===== src/rtl/shifter_pkg.sv =====
// Shared definitions for the iterative shifter: mode codes, FSM states,
// and a helper that classifies a mode by shift direction.
package shifter_pkg;

  localparam logic [2:0] SHL0 = 3'b000;
  localparam logic [2:0] SHL1 = 3'b001;
  localparam logic [2:0] SHR0 = 3'b010;
  localparam logic [2:0] SHR1 = 3'b011;
  localparam logic [2:0] SAL  = 3'b100;
  localparam logic [2:0] SAR  = 3'b101;
  localparam logic [2:0] ROL  = 3'b110;
  localparam logic [2:0] ROR  = 3'b111;

  typedef enum logic [1:0] {
    IDLE  = 2'd0,
    SHIFT = 2'd1,
    DONE  = 2'd2
  } state_e;

  // Left-moving modes take their carry from the MSB, right-moving ones from the LSB.
  function automatic logic is_left(input logic [2:0] mode);
    return (mode == SHL0) || (mode == SHL1) || (mode == SAL) || (mode == ROL);
  endfunction

endpackage


===== src/rtl/shift_step.sv =====
// One-position shift/rotate step: (q, m) -> (q_next, co_next).
module shift_step
  import shifter_pkg::*;
#(
  parameter int WIDTH = 4
) (
  input  logic [WIDTH-1:0] q,
  input  logic [2:0]       m,
  output logic [WIDTH-1:0] q_next,
  output logic             co_next
);

  // Apply a single step of the selected mode and pick the bit that falls out.
  always_comb begin
    q_next  = q;
    co_next = 1'b0;
    case (m)
      SHL0, SAL: q_next = {q[WIDTH-2:0], 1'b0};
      SHL1:      q_next = {q[WIDTH-2:0], 1'b1};
      SHR0:      q_next = {1'b0, q[WIDTH-1:1]};
      SHR1:      q_next = {1'b1, q[WIDTH-1:1]};
      SAR:       q_next = {q[WIDTH-1], q[WIDTH-1:1]};
      ROL:       q_next = {q[WIDTH-2:0], q[WIDTH-1]};
      ROR:       q_next = {q[0], q[WIDTH-1:1]};
      default:   q_next = q;
    endcase
    co_next = is_left(m) ? q[WIDTH-1] : q[0];
  end

endmodule


===== src/rtl/shifter_seq.sv =====
// Iterative shifter: accepts (a, m, amt), shifts one position per clock,
// then presents (r, co) until the consumer takes it.
//
// Handshakes: a transfer happens on a rising edge where valid and ready are
// both high. in_ready is high only in IDLE; out_valid is high only in DONE,
// and r/co are held stable while out_valid waits for out_ready.
module shifter_seq
  import shifter_pkg::*;
#(
  parameter int WIDTH = 4,
  parameter int AMT_W = 3
) (
  input  logic             clk,
  input  logic             rst_n,
  input  logic             in_valid,
  output logic             in_ready,
  input  logic [WIDTH-1:0] a,
  input  logic [2:0]       m,
  input  logic [AMT_W-1:0] amt,
  output logic             out_valid,
  input  logic             out_ready,
  output logic [WIDTH-1:0] r,
  output logic             co,
  output state_e           dbg_state
);

  state_e           state_q, state_d;
  logic [WIDTH-1:0] q_q, q_d;
  logic             co_q, co_d;
  logic [AMT_W-1:0] cnt_q, cnt_d;
  logic [2:0]       m_q, m_d;

  logic [WIDTH-1:0] step_q;
  logic             step_co;

  shift_step #(.WIDTH(WIDTH)) u_step (
    .q       (q_q),
    .m       (m_q),
    .q_next  (step_q),
    .co_next (step_co)
  );

  // Next-state logic: load on accept, step while counting down, release on take.
  always_comb begin
    state_d = state_q;
    q_d     = q_q;
    co_d    = co_q;
    cnt_d   = cnt_q;
    m_d     = m_q;
    case (state_q)
      IDLE: begin
        if (in_valid) begin
          q_d     = a;
          m_d     = m;
          cnt_d   = amt;
          co_d    = 1'b0;
          state_d = (amt == '0) ? DONE : SHIFT;
        end
      end
      SHIFT: begin
        q_d   = step_q;
        co_d  = step_co;
        cnt_d = cnt_q - AMT_W'(1);
        if (cnt_q == AMT_W'(1)) state_d = DONE;
      end
      DONE: begin
        if (out_ready) state_d = IDLE;
      end
      default: state_d = IDLE;
    endcase
  end

  // State and datapath registers; reset aborts any operation in flight.
  always_ff @(posedge clk or negedge rst_n) begin
    if (!rst_n) begin
      state_q <= IDLE;
      q_q     <= '0;
      co_q    <= 1'b0;
      cnt_q   <= '0;
      m_q     <= SHL0;
    end else begin
      state_q <= state_d;
      q_q     <= q_d;
      co_q    <= co_d;
      cnt_q   <= cnt_d;
      m_q     <= m_d;
    end
  end

  assign in_ready  = (state_q == IDLE);
  assign out_valid = (state_q == DONE);
  assign r         = q_q;
  assign co        = co_q;
  assign dbg_state = state_q;

endmodule


===== config.mk =====
export PLATFORM = sky130hd
export DESIGN_NAME = shifter_seq
export DESIGN_NICKNAME = d
export VERILOG_FILES = /design/src/rtl/shifter_pkg.sv /design/src/rtl/shift_step.sv /design/src/rtl/shifter_seq.sv
export SDC_FILE = /design/constraint.sdc
export NUM_CORES = 1
export LEC_CHECK = 0
export ABC_CLOCK_PERIOD_IN_PS = 3000
export CORE_MARGIN = 4
export CORE_UTILIZATION = 43
export DETAILED_ROUTE_END_ITERATION = 12
export GPL_ROUTABILITY_DRIVEN = 0
export PLACE_DENSITY = 0.8
export SETUP_SLACK_MARGIN = 0.15
export SYNTH_ARGS = -nofsm -noshare
export SYNTH_HDL_FRONTEND = slang
export SYNTH_SLANG_ARGS = --single-unit
export TNS_END_PERCENT = 100

===== constraint.sdc =====
create_clock -name clk -period 3 [get_ports clk]
set_input_delay 0.45 -clock clk [delete_from_list [all_inputs] [get_ports clk]]
set_output_delay 0.45 -clock clk [all_outputs]
set_load 0.1 [all_outputs]

==> flow_summary_export.csv <==
group,metric,value,unit
sta,period_minus_slack,1.82,ns
layout,area_growth,32.7,%
floorplanning,ios,23,
logic_synthesis,synth_top_area_cell,"dfrtp_1",
clock_tree,post_cts_buffers,0,
sta,slew_viol_final,0,
route,drc,0,
logic_synthesis,synth_most_common_cell,"dfrtp_1",
critical_path,cp-end-kind,"output pin",
sta,setup_viol,0,
sta,tns,0,ns
clock_tree,numCtsBuffers,3,
route,ant_nets,0,
clock_tree,htreeDepth,1,
clock_tree,cts_tree,"done",
global_routing,grt_pass1_vias,672,
global_routing,grt_remaining_overflow,0,
critical_path,cp.required,2.55,ns
route,drt_pre_antenna_iters,4,
global_routing,grt_max_degree,14,
logic_synthesis,syn_inst,75,
critical_path,worstPathArrival,1.37,ns
floorplanning,fp.dieArea,2520,sq um
route,drtIter0Drc,17,
global_routing,grt.total_usage,15.2,%
sta,fmax,550,MHz
clock_tree,clk_latency,0.28,ns
floorplanning,start_util,48.0,%
logic_synthesis,netlist_top_cells_count,"dfrtp_1 (13), nor2_1 (7), mux2i_1 (6)",
layout,final_cell_area,1020,sq um
sta,finalClockSkew,0.00588,ns
route,wire_per_inst,14.2,um
logic_synthesis,syn-num-nets,91,
clock_tree,holdBufCountCts,0,
global_routing,grt_pass1_wl,2900,um
critical_path,r2r-start,"dbg_state[0]",
clock_tree,clockRootBuffer,"clkbuf_4",
critical_path,worstReg2RegEnd,"r[3]",
clock_tree,cts_sinks,13,
place,io_buffer_count,22,
logic_synthesis,synth-edff-count,0,
floorplanning,num_rows,14,
place,place_area,990,sq um
logic_synthesis,synth.lib_cells_used.distinct,31,
sta,post-route-period-util,60.6,%
sta,worst_slack,1.18,ns
logic_synthesis,seq_area_frac_synth,42.5,%
critical_path,rr_worst_depth,3,
layout,n_antenna_cell,0,
clock_tree,clkTransAtPathRegs,0.08,ns
sta,rsz0062_at_grt,"no",
logic_synthesis,postSynthAreaPerCell,10.2,sq um
sta,worst_slew_pin_slew,0.578,ns
worst_hold_path,min-delay-start,"co",
layout,drive_above_1_share,19.2,%
logic_synthesis,yosys.area.top_type_share,42.5,%
clock_tree,ctsResizeCount,0,
route,drt-total-wl,1740,um
layout,nNetsFinal,116,
critical_path,critPathLaunchType,"flip-flop",
critical_path,crit_fanout,12,
logic_synthesis,synth_area_leaders,"dfrtp_1 (42%), mux2i_1 (7.8%), mux2_2 (4.4%)",
route,vias_per_cell,5.61,
logic_synthesis,postSynth.asyncResetShare,100,%
worst_hold_path,hold_class,"flip-flop to flip-flop",
clock_tree,clk_path_buf_depth,2,
sta,hold_viol_final,0,
route,vias,690,
critical_path,critical_path_class,"flip-flop to output pin",
floorplanning,die_y,50.2,um
logic_synthesis,syn-cell-area,766,sq um
critical_path,endpoint,"in_ready",
floorplanning,fp.dieW,50.2,um
run,max_cap_viol_count,0,
place,dp_slack,1.05,ns
status,outcome,"complete, no violations",
critical_path,crit_start,"dbg_state[0]",
global_routing,antenna_found_initial,0,
logic_synthesis,synth_seq_cells,13,
logic_synthesis,yosys_warnings,0,
critical_path,reg2reg_slack,1.43,ns
logic_synthesis,synth_ff_type,"dfrtp_1",
sta,maxSlewHeadroom,61.3,%
sta,fin_hold_ws,0.488,ns
floorplanning,core,1590,sq um
place,dp_hpwl,1350,um
through the flow:
| stage | cells | utilization (%) |
|---|---|---|
| floorplan | 75 | - |
| global placement | 119 | 62.1 |
| detailed placement | 119 | 62.1 |
| CTS | 123 | 63.7 |
| global route | 123 | 63.7 |
| finish | 123 | 63.7 |
cells by family (layout without fill, tap and decap cells):
kind of cell             count (synthesis)  after routing  share of synthesized area [%]
AND/OR/NAND/NOR                         25             25                           18.1
AO/OA/AOI/OAI                           20             20                           20.8
flip-flops                              13             13                           42.5
multiplexers                             9              9                           12.3
buffers and inverters                    6             30                           3.10
adder cells (fa/ha/maj)                  2              2                           3.27
how the worst min path moves through the flow:
| stage | endpoint | depth (start not counted) |
|---|---|---|
| floorplan | cnt_q[0] | 0 |
| global placement | co | 2 |
| detailed placement | co | 2 |
| CTS | co | 2 |
| global route | co | 2 |
| finish | co | 2 |
worst max-delay path: stages (launching register included):
cell	delay, ns
dfrtp_1	0.54
nor2_2	0.23
buf_4	0.32
placed cells by master, fill, tap and decap left out, types with 2 or more instances in the layout:
cell and n:
dfrtp_1 13, a221oi_1 2, inv_1 4, buf_4 9, o22ai_1 2, clkdlybuf4s50_1 13, o21ai_0 3, a21oi_1 3
nand2_1 3, mux2i_1 6, clkbuf_4 3, nor2b_1 3, ha_1 2, nor2_1 6, mux2_2 3, nand2b_1 4
nor3b_1 2
state kept, by name, indices dropped and copies added, names as in the netlist:
name and cells:
r 4, m_q 3, cnt_q 3, co 1
dbg_state 2
layer usage:
layer | global-route usage (%) | vias to the layer above | share of wire, %
met3 | 3.85 | 4 | 6.2
met4 | 8.76 | 0 | 1.1
met1 | 18.9 | 333 | 44
met5 | 0 | - | 0
met2 | 23.9 | 24 | 48
li1 | - | 329 | -
final cells by class:
class	count	area (sq um)
Fill cell	134	578
Multi-Input combinational cell	56	422
Sequential cell	13	325
Timing Repair Buffer	22	198
Tap cell	24	30.0
Clock buffer	4	26.3
Inverter	4	15.0
Power is left out: the tool's default activity adds up to more than one toggle a clock period on the data nets, which glitch-free logic cannot reach.
